==> config.mk <==
export PLATFORM = sky130hd
export DESIGN_NAME = tour_cmd
export DESIGN_NICKNAME = d
export VERILOG_FILES = /design/src/rtl/tour_cmd.sv
export SDC_FILE = /design/constraint.sdc
export NUM_CORES = 1
export LEC_CHECK = 0
export CAP_MARGIN = 30
export CELL_PAD_IN_SITES_DETAIL_PLACEMENT = 1
export CELL_PAD_IN_SITES_GLOBAL_PLACEMENT = 1
export CORE_MARGIN = 2
export CORE_UTILIZATION = 31
export DETAILED_ROUTE_END_ITERATION = 7
export PLACE_DENSITY = 0.76
export SKIP_LAST_GASP = 1
export SYNTH_ARGS = -nofsm -noshare
export SYNTH_HDL_FRONTEND = slang
export SYNTH_SLANG_ARGS = --single-unit
==> constraint.sdc <==
create_clock -name clk -period 2.5 [get_ports clk]
set_input_delay 0.375 -clock clk [delete_from_list [all_inputs] [get_ports clk]]
set_output_delay 0.375 -clock clk [all_outputs]
set_load 0.005 [all_outputs]
==> src/rtl/tour_cmd.sv <==
// Knight's-tour command sequencer: plays 24 solver moves back as two motion
// commands each (vertical leg, then horizontal leg with fanfare).
module tour_cmd (
    input  logic        clk,
    input  logic        rst_n,
    input  logic        start_tour,
    input  logic [7:0]  move,
    output logic [4:0]  mv_indx,
    output logic [15:0] cmd,
    output logic        cmd_rdy,
    input  logic        clr_cmd_rdy,
    input  logic        send_resp,
    output logic        busy,
    output logic        tour_done,
    output logic        move_err
);

    typedef enum logic [2:0] {IDLE, VERT, WAIT_V, HORZ, WAIT_H} state_t;

    localparam logic [4:0] LAST_MOVE = 5'd23;

    state_t      state;
    state_t      next_state;
    logic [4:0]  next_indx;
    logic        done_set;
    logic        err_set;
    logic        move_ok;
    logic        north;
    logic        east;
    logic [3:0]  v_sq;
    logic [3:0]  h_sq;

    // Direction and leg lengths for each one-hot knight move.
    always_comb begin
        north = 1'b0;
        east  = 1'b0;
        v_sq  = 4'd0;
        h_sq  = 4'd0;
        case (move)
            8'h01: begin north = 1'b1; v_sq = 4'd2; east = 1'b1; h_sq = 4'd1; end
            8'h02: begin north = 1'b1; v_sq = 4'd2; east = 1'b0; h_sq = 4'd1; end
            8'h04: begin north = 1'b1; v_sq = 4'd1; east = 1'b0; h_sq = 4'd2; end
            8'h08: begin north = 1'b0; v_sq = 4'd1; east = 1'b0; h_sq = 4'd2; end
            8'h10: begin north = 1'b0; v_sq = 4'd2; east = 1'b0; h_sq = 4'd1; end
            8'h20: begin north = 1'b0; v_sq = 4'd2; east = 1'b1; h_sq = 4'd1; end
            8'h40: begin north = 1'b0; v_sq = 4'd1; east = 1'b1; h_sq = 4'd2; end
            8'h80: begin north = 1'b1; v_sq = 4'd1; east = 1'b1; h_sq = 4'd2; end
            default: ;
        endcase
    end

    assign move_ok = (move != 8'd0) && ((move & (move - 8'd1)) == 8'd0);

    always_comb begin
        next_state = state;
        next_indx  = mv_indx;
        done_set   = 1'b0;
        err_set    = 1'b0;
        case (state)
            IDLE: begin
                if (start_tour) begin
                    next_state = VERT;
                    next_indx  = 5'd0;
                end
            end
            VERT: begin
                // A bad move aborts the tour even if the consumer is taking cmd.
                if (!move_ok) begin
                    next_state = IDLE;
                    next_indx  = 5'd0;
                    err_set    = 1'b1;
                end else if (clr_cmd_rdy) begin
                    next_state = WAIT_V;
                end
            end
            WAIT_V: begin
                if (send_resp) next_state = HORZ;
            end
            HORZ: begin
                if (clr_cmd_rdy) next_state = WAIT_H;
            end
            WAIT_H: begin
                if (send_resp) begin
                    if (mv_indx == LAST_MOVE) begin
                        next_state = IDLE;
                        next_indx  = 5'd0;
                        done_set   = 1'b1;
                    end else begin
                        next_state = VERT;
                        next_indx  = mv_indx + 5'd1;
                    end
                end
            end
            default: begin
                next_state = IDLE;
                next_indx  = 5'd0;
            end
        endcase
    end

    // cmd stays on the current leg through its wait state.
    always_comb begin
        cmd = 16'h0000;
        case (state)
            VERT, WAIT_V: cmd = {4'h2, (north ? 8'h00 : 8'h7F), v_sq};
            HORZ, WAIT_H: cmd = {4'h3, (east ? 8'hBF : 8'h3F), h_sq};
            default:      cmd = 16'h0000;
        endcase
    end

    assign cmd_rdy = (state == VERT) || (state == HORZ);
    assign busy    = (state != IDLE);

    always_ff @(posedge clk or negedge rst_n) begin
        if (!rst_n) begin
            state     <= IDLE;
            mv_indx   <= 5'd0;
            tour_done <= 1'b0;
            move_err  <= 1'b0;
        end else begin
            state     <= next_state;
            mv_indx   <= next_indx;
            tour_done <= done_set;
            move_err  <= err_set;
        end
    end

endmodule
Word level (Yosys, flattened, before mapping)
Index checks and enable logic that the tools add are counted.
{"block": "word_totals", "output_inout_bits": 25, "ff_bits": 10, "in_bits": 13}
{"block": "op_classes", "bitwise": 2, "addsub": 2, "n_eq_ne": 19, "n_mux": 25, "n_reduce_logical": 15}
{"op": "one-hot mux 14 bit (2 select lines)", "n": 1}
{"op": "two-way mux 5 bit", "n": 4}
{"op": "one-hot mux 5 bit (4 select lines)", "n": 1}
{"op": "two-way mux 3 bit", "n": 6}
{"op": "OR reduction 4 bit", "n": 4}
{"op": "one-hot mux 3 bit (5 select lines)", "n": 1}
{"op": "inequality test 2 bit (second input constant)", "n": 5}
{"op": "bitwise AND 8 bit", "n": 1}
{"op": "equality test 8 x 1 -> 1 bit (second input constant)", "n": 1}
{"op": "equality test 8 x 2 -> 1 bit (second input constant)", "n": 1}
{"op": "equality test 8 x 3 -> 1 bit (second input constant)", "n": 1}
{"op": "equality test 8 x 4 -> 1 bit (second input constant)", "n": 1}
{"op": "equality test 8 x 5 -> 1 bit (second input constant)", "n": 1}
{"op": "equality test 8 x 6 -> 1 bit (second input constant)", "n": 1}
{"op": "equality test 8 x 7 -> 1 bit (second input constant)", "n": 1}
{"op": "equality test 8 bit (second input constant)", "n": 1}
{"op": "logical NOT 8 bit", "n": 1}
{"op": "two-way mux 1 bit", "n": 8}
{"op": "two-way mux 8 bit", "n": 1}
{"op": "one-hot mux 2 bit (2 select lines)", "n": 2}
{"op": "nonzero test 8 bit", "n": 1}
{"op": "subtractor 8 x 1 -> 8 bit (second input constant)", "n": 1}
{"op": "two-way mux 7 bit", "n": 1}
{"op": "equality test 3 x 2 -> 1 bit (second input constant)", "n": 2}
{"op": "other kinds (13)", "n": 15}

Logic depth before layout (Yosys ltp)
Gate-level depths: netlist of run 1.
{"block": "logic_depth", "ltp_word": 6, "depth_mapped": 7, "depth_no_buf": 6}

Worst setup path after synthesis of run 1
OpenSTA, ideal clock, no wires.
{"block": "synth_path", "path_type": "input -> output", "startpoint": "input port move[2]", "endpoint": "output port cmd[5]", "n_path_buf": 2, "required_time_ns": 2.125, "stages": 7, "slack_ns": 0.485, "arrival_ns": 1.640, "cell_sequence": "buf_2 > nor4b_1 > a211o_1 > nand2_1 > maj3_2 > a21o_1 > buf_4"}
{"block": "synth_between", "elab_chain_len": 5, "elab_cells_between_ends": 8, "classes_between": "4 x eq/ne; 3 x mux; 1 x reduce/logical"}
{"item": "start, declared", "line": "7", "source": "input logic [7:0] move,"}
{"item": "equality test 8 bit, or another cell as far along", "line": "39", "source": "case (move)"}
{"item": "OR reduction 4 bit (no line) *"}
{"item": "two-way mux 1 bit *", "line": "39"}
{"item": "two-way mux 7 bit *", "line": "105", "source": "VERT, WAIT_V: cmd = {4'h2, (north ? 8'h00 : 8'h7F), v_sq};"}
{"item": "one-hot mux 14 bit (2 select lines) *", "line": "104", "source": "case (state)"}
{"item": "end, declared", "line": "9", "source": "output logic [15:0] cmd,"}
Every way passes the cells marked *; elsewhere a longest branch is shown, timed or not.

Final worst setup path of run 1
{"block": "layout_path", "startpoint": "input port move[6]", "endpoint": "output port cmd[11]"}
{"block": "layout_between", "elab_chain_len": 5, "elab_cells_between_ends": 8, "classes_between": "4 x eq/ne; 3 x mux; 1 x reduce/logical"}
{"item": "equality test 8 bit, or another cell as far along", "line": "39"}
{"item": "OR reduction 4 bit (no line) *"}
{"item": "two-way mux 1 bit *", "line": "39"}
{"item": "two-way mux 8 bit *", "line": "106", "source": "HORZ, WAIT_H: cmd = {4'h3, (east ? 8'hBF : 8'h3F), h_sq};"}
{"item": "one-hot mux 14 bit (2 select lines) *", "line": "104"}
Marks and branches as above.

==> summary by stage, run 1 <==
Synthesis
The Yosys warning count is 0. By area the synthesized netlist is led by sky130_fd_sc_hd__dfrtp_1 (26%), sky130_fd_sc_hd__buf_4 (8.5%), sky130_fd_sc_hd__nor4b_2 (6.2%), sky130_fd_sc_hd__nor2_1 (5.8%), sky130_fd_sc_hd__nand2_1 (5.4%). The share of the synthesized area in the top cell type is 25.8%. In this run, distinct cell masters in the synthesized netlist total 42.

A synthesized cell averages 8.30 µm². The synthesized netlist cell count is 117. After synthesis the cells add up to 971 µm². The sequential share of the synthesized area is 25.8%. The share of flip-flops with an asynchronous set or reset is 100%. Synthesis inferred 10 register bits. The synthesized design contains 0 enable-type register cells. The largest total area in the synthesized netlist belongs to sky130_fd_sc_hd__dfrtp_1. The commonest register cell after synthesis is sky130_fd_sc_hd__dfrtp_1.

Clocking
The clock insertion delay at the later pin of the skew report is 270 ps. The clock tree from TritonCTS is done. The number of buffers added by the clock tree synthesis step is 3. The clock sink total is 10. The maximum level of the CTS H-tree is 1. The clock tree root buffer cell is sky130_fd_sc_hd__clkbuf_4. The worst-case clock buffer depth is 2. After clock tree synthesis, the clock-pin slew on the worst setup and hold paths is 70 ps.

Timing
The number of max-slew violations in the final report was 0. The final-report hold violation count is 0. Across the routed clock network, the largest skew measured is 9.43 ps. The final setup violation count is 0. Setup repair after global routing could not meet its margin everywhere.

In the finished design, the share of the clock period the worst path needs comes to 98.4%. The post-route worst hold slack is 421 ps. The shortest clock period the worst path allows after layout is 2460 ps. Static timing analysis puts the maximum clock frequency at 407 MHz.

Layout
The area growth from synthesis to layout is 50.8%. The number of antenna diodes in the final layout is 0. Leaving out fill and tap cells, the most frequent cell in the layout is sky130_fd_sc_hd__clkdlybuf4s50_1. The proportion of layout cells with a drive suffix above 1 is 23.1%. The post-route core utilization is 48.3%. The filler-free cell count of the finished design is 200.

The fill cell instance count of the final layout is 373. The library cells used most frequently in the layout, excluding fill and tap cells, are sky130_fd_sc_hd__clkdlybuf4s50_1 (19), sky130_fd_sc_hd__nand2_1 (14), sky130_fd_sc_hd__nor2_1 (14). The net count of the finished layout is 172.

Critical path
STA classifies the critical path startpoint as an input pin. The maximum fanout count along the critical path is 5. Data on the critical path arrives at its endpoint at 2090 ps. The type of element capturing the critical path is a primary output. The endpoint required time on the critical path is 2120 ps. The type of the setup path with the least slack is input pin to primary output. The critical register-to-register path startpoint is state[1].

Counting cells, the worst reg-to-reg path comes to 6. In this run the critical register-to-register path is captured at mv_indx[3]. The worst register-to-register path has a setup slack of 730 ps.

Detailed routing
The final route contains 999 vias. The wire length per cell is 14.6 µm. In the routed layout, each cell is associated on average with a via count of 5.00. For this block, the initial DRC count from the detailed router was 31. In the routed design, unresolved DRC markers number 0.

The total length of routed wires is 2910 µm. The detailed-routing iteration count for the pre-antenna-repair pass is 4. The number of antenna-violating nets in the routed design is 0.

Power and ir drop
IR analysis of the VDD net gives a maximum drop of 0.205 mV. The analysis attributes to cell leakage a power of 0.651 nW. The areal power density over the cells is 323 nW/µm². The power after layout is 473 µW.

Placed design
The HPWL after detailed placement is 2340 µm. The final weighted congestion in routability-driven placement is 0.838. Input and output buffers added on the ports amount to 33. Counting tap cells, the placed design contains a total of 196 instances.

Floorplan
The total core area is 3030 µm². In this run the vertical extent of the chip is 60.0 µm. The die covers 3600 µm². During I/O placement, the number of pins put on the boundary was 38.

The floorplan has 20 rows. The initial core utilization is 32.1%. The overall die width is 60.0 µm.

Global route
The number of antenna violations at the first check in global routing is 0. The largest net degree at the start of global routing is 14. The via count of the first global-routing pass is 1,001. The all-layer global routing usage is 17.7%. The aggregate global routing overflow is 0. The first global-routing pass estimated 4760 µm of wire.

Run status
The run finished with clean final reports.

Flow run
The max-cap check violation count is 0.

Min path
The path class of the tightest hold or removal check is input pin to async pin.
-- cells by family after synthesis --
| group | Yosys count | share of synthesized area (%) |
|---|---|---|
| adders and majority gates | 2 | 2.45 |
| buffers and inverters | 21 | 13.5 |
| and+or+nand+nor | 50 | 30.2 |
| DFF | 10 | 25.8 |
| muxes | 2 | 2.06 |
| other | 1 | 0.386 |
| xor gates and xnor gates | 4 | 4.38 |
| AOI/OAI and AO/OA | 27 | 21.3 |
-- worst max-delay path: stages --
cell and delay (ps):
sky130_fd_sc_hd__clkdlybuf4s50_1 500, sky130_fd_sc_hd__buf_6 140, sky130_fd_sc_hd__xor2_2 170, sky130_fd_sc_hd__o21ai_0 100, sky130_fd_sc_hd__o21ai_1 140, sky130_fd_sc_hd__and3_1 170, sky130_fd_sc_hd__clkdlybuf4s50_1 490
-- worst max-delay path by stage --
stage,startpoint,slack (ps),to
global route,move[6],-70,cmd[11]
finish,move[6],40,cmd[11]
floorplan,move[2],490,cmd[5]
global placement,move[2],-250,cmd[4]
CTS,move[4],2,cmd[0]
detailed placement,move[2],-290,cmd[6]
-- power by group --
group	total (mW)	switching, mW	leakage (nW)	internal (mW)
clock network	0.112	0.0563	0.0138	0.0557
registers	0.175	0.00766	0.136	0.167
logic	0.186	0.0885	0.502	0.0975
-- stage by stage --
step                cell area [µm²]  setup WS [ps]  TNS (ps)
detailed placement             1360           -290     -2330
global route                   1460          -65.5     -65.5
floorplan                       982            485         0
global placement               1360           -250     -1790
CTS                            1430           1.54         0
finish                         1460           40.0         0
-- metal layers --
| metal | global-route usage [%] | vias up | share of wire [%] |
|---|---|---|---|
| met1 | 24.7 | 480 | 45 |
| met5 | 0 | - | 0 |
| met2 | 27.6 | 27 | 49 |
| met3 | 3.90 | 4 | 4.1 |
| li1 | - | 488 | - |
| met4 | 4.44 | 0 | 0.93 |
-- final cells by class --
class	count	area [µm²]	share of cell area, %
timing repair buffer	48	448	30.6
multi-input combinational	89	664	45.4
sequential	10	251	17.2
tap	44	55.1	3.76
clock buffer	3	22.5	1.54
inverter	6	22.5	1.54
-- cell usage after synthesis (all sizes together), types with 3 or more instances --
library cell / n
nand2: 14
nor4: 4
inv: 6
dfrtp: 10
o21ai: 10
buf: 14
nor4b: 6
xor2: 3
nor2: 15
-- registers in the layout, indices dropped and copies added (netlist names) --
name and flops:
state 3, mv_indx 5, tour_done 1, move_err 1
-- repair_timing --
action / CTS / global route
setup buffers: 0 / 1
pin swaps: 7 / 2
cloned: 0 / 0
hold buffers: 0 / 0
endpoints found under the setup margin: 10 / 5
gates resized for setup: 20 / 11
Power figures use the tool's default switching activity.
==> run 2, diff against run 1 <==
Settings changed: CTS_CLUSTER_DIAMETER set to 100.
Clock period 2.5 ns to 2.6 ns, I/O delays scaled along.
==> run 2 against run 1 <==
  * Combinational power fell by 5%
  * Clock-buffer cell count is the same
  * Sequential share of layout area barely moved
  * Die area did not move
  * Power is 5.1% lower
  * Final area hardly changed
  * Worst setup slack improved by 34 ps
  * Via count grew 1.0%
  * First-iteration DRC count decreased by 42%
  * Worst hold slack improved by 27 ps
  * Clock power down 8%
  * Critical path type unchanged
  * Critical endpoint is now cmd[0]
  * Largest cell class unchanged
==> summary by stage, run 2 (synthesis results as in run 1) <==
Global route
The largest net degree at the start of global routing came to 11 (was 14). The aggregate global routing overflow is 0 (unchanged). The via count of the first global-routing pass is 1,011 (was 1,001).

The number of antenna violations at the first check in global routing is 0 (unchanged). The wire length of the first global-routing pass is 4640 µm (was 4760 µm). The all-layer global routing usage is 16.9% (was 17.7%).

Critical path
The critical path startpoint category was an input pin (unchanged). Cells along the critical path: clkdlybuf4s50_1 -> buf_6 -> xor2_2 -> a211oi_2 -> nor2_1 -> o21ai_0 -> nand2_1 -> clkdlybuf4s50_1 (was clkdlybuf4s50_1 -> buf_6 -> xor2_2 -> o21ai_0 -> o21ai_1 -> and3_1 -> clkdlybuf4s50_1). The maximum fanout count along the critical path is 5 (unchanged). The type of element capturing the critical path is a primary output (unchanged). The internal reg-to-reg setup slack is 700 ps (was 730 ps). The end of the worst register-to-register path is mv_indx[3] (unchanged). The buffering stage count on the worst path with inverters included is 3 (unchanged). The data arrival at the endpoint of the critical path is 2140 ps (was 2090 ps). The depth of the most critical reg-to-reg path is 6 (unchanged). The master of the slowest instance on the critical path is sky130_fd_sc_hd__clkdlybuf4s50_1 (unchanged). The critical register-to-register path startpoint was state[1] (unchanged). The endpoint required time on the critical path is 2210 ps (was 2120 ps). The most numerous cell on the critical path is sky130_fd_sc_hd__clkdlybuf4s50_1 (unchanged). The type of the setup path with the least slack is input pin to primary output (unchanged). The longest individual stage delay on the worst path is 530 ps (was 500 ps). The dominant delay contributor by cell family on the critical path is buffers and inverters (unchanged).

Floorplan
The number of placement rows is 20 (unchanged). The chip height is 60.0 µm (unchanged). The overall die width is 60.0 µm (unchanged). The initial core utilization is 32.1% (unchanged). The full die area is 3600 µm² (unchanged). The total core area is 3030 µm² (unchanged).

The I/O pin total is 38 (unchanged).

Clocking
The clock tree from TritonCTS is done (unchanged). The maximum level of the CTS H-tree came to 1 (unchanged). The clock-pin slew on the worst setup and hold paths was 60 ps (was 70 ps).

The number of buffers added by the clock tree synthesis step is 3 (unchanged). The worst-case clock buffer depth came to 2 (unchanged). The clock tree root buffer cell is sky130_fd_sc_hd__clkbuf_4 (unchanged). The clock insertion delay at the later pin of the skew report was 270 ps (about the same). The count of hold buffers inserted by post-cts repair is 0 (unchanged). The clock sink total is 10 (unchanged).

Timing
The part of the cycle the worst path needs is 97.1%. The final setup violation count is 0 (unchanged). The final-report hold violation count is 0 (unchanged). The shortest clock period the worst path allows after layout is 2530 ps. The worst clock skew is 8.69 ps (was 9.43 ps).

Static timing analysis puts the maximum clock frequency at 396 MHz. The number of max-slew violations in the final report came to 0 (unchanged).

Detailed routing
The number of remaining DRC errors is 0 (unchanged). The total via count after detailed routing is 1,009 (was 999). The number of DRC markers after the initial detailed-route iteration is 18 (was 31). The number of antenna-violating nets in the routed design came to 0 (unchanged).

The wire length per cell came to 14.6 µm (about the same). The detailed-routing iteration count for the pre-antenna-repair pass was 4 (unchanged). The total length of routed wires was 2920 µm (was 2910 µm).

The number of vias per cell after detailed routing came to 5.05 (was 5.00).

Layout
Leading cell types in the layout, fill and taps excluded: sky130_fd_sc_hd__clkdlybuf4s50_1 (19), sky130_fd_sc_hd__nand2_1 (14), sky130_fd_sc_hd__nor2_1 (13), sky130_fd_sc_hd__buf_4 (13), sky130_fd_sc_hd__dlygate4sd2_1 (11) (was sky130_fd_sc_hd__clkdlybuf4s50_1 (19), sky130_fd_sc_hd__nand2_1 (14), sky130_fd_sc_hd__nor2_1 (14)). The leading cell type in the layout, fill and taps excluded is sky130_fd_sc_hd__clkdlybuf4s50_1 (unchanged). Registers with the most flip-flops: mv_indx: 5 flops, state: 3 flops (unchanged). The final net count came to 172 (unchanged). The fill cell instance count of the final layout is 359 (was 373). The area growth from synthesis to layout is 50.6% (was 50.8%). The proportion of layout cells with a drive suffix above 1 is 23.7% (was 23.1%).

The post-route core utilization was 48.3% (about the same). The diode insertion count for antenna repair is 0 (unchanged). The register bank with the most flops is mv_indx (unchanged). The area of all sequential standard cells is 251 µm² (unchanged). The combined area of the multi-input logic cells is 667 µm² (was 664 µm²). The filler-free cell count of the finished design is 200 (unchanged).

The number of flip-flops in the largest register is 5 (unchanged).

Placed design
The final weighted congestion in routability-driven placement is 0.810 (was 0.838). The count of input and output buffers was 33 (unchanged). The half-perimeter wire length of the detailed placement result was 2280 µm (was 2340 µm).

The total placed cells including tap cells was 195 (was 196).

Power and ir drop
The maximum VDD drop was 0.224 mV (was 0.205 mV). The static leakage came to 0.637 nW (was 0.651 nW). The areal power density over the cells is 307 nW/µm² (was 323 nW/µm²).

Flow run
The max-cap check violation count was 0 (unchanged).

Min path
The kind of path behind the tightest hold check was input pin to async pin (unchanged).

Run status
Status: complete, no violations (unchanged).
==> run 2: cell types whose count changed in the layout (fill, tap and decap cells not counted) <==
cell	before	now
sky130_fd_sc_hd__nor4_1	4	3
sky130_fd_sc_hd__buf_6	3	2
sky130_fd_sc_hd__nor4bb_1	0	1
sky130_fd_sc_hd__nor4_2	0	1
sky130_fd_sc_hd__nor2_2	1	2
sky130_fd_sc_hd__nor4bb_2	1	0
sky130_fd_sc_hd__nor2_1	14	13
sky130_fd_sc_hd__buf_4	12	13
==> run 2: layout make-up <==
class	instances	area share [%]
Timing Repair Buffer	48	30.4
Sequential cell	10	17.2
Inverter	6	1.54
Clock buffer	3	1.54
Multi-Input combinational cell	89	45.6
Tap cell	44	3.76
==> run 2: what timing repair did <==
| action | CTS | global route |
|---|---|---|
| setup endpoints to repair | 9 | 3 |
| setup buffers | 0 | 2 |
| resized for setup | 17 | 14 |
| pin swaps | 4 | 3 |
==> run 2: how the worst max path moves through the flow <==
stage	endpoint	depth (start not counted)	startpoint
5_1_grt	cmd[0]	8	move[4]
2_1_floorplan	cmd[5]	7	move[2]
3_3_place_gp	cmd[4]	7	move[1]
3_5_place_dp	cmd[5]	7	move[0]
4_1_cts	cmd[1]	8	move[4]
6_report	cmd[0]	8	move[4]
==> run 2: routing by layer <==
metal  up-vias  part of all wire (%)  global-route usage (%)
met3         2                   3.7                    3.25
met1       494                    46                    23.1
li1        486                     -                       -
met2        27                    50                    28.4
met4         0                  0.89                    1.90
met5         -                     0                       0
==> run 2: power by group <==
part / leakage, nW / switching (mW) / internal [mW]
sequential: 0.136 / 0.00886 / 0.161
clock: 0.0138 / 0.0494 / 0.0533
combinational: 0.488 / 0.0841 / 0.0924
==> run 2: metrics by stage <==
stage	total power, mW	cell area (µm²)	TNS, ps	hold WS (ps)	setup WS, ps
final	0.449	1460	0	448	74.4
after global routing	0.480	1460	-19.8	478	-19.8
after CTS	0.448	1410	0	459	5.78
after detailed placement	0.348	1360	-1400	557	-191
after global placement	0.343	1360	-988	527	-156
after floorplan	0.264	982	0	94.4	555
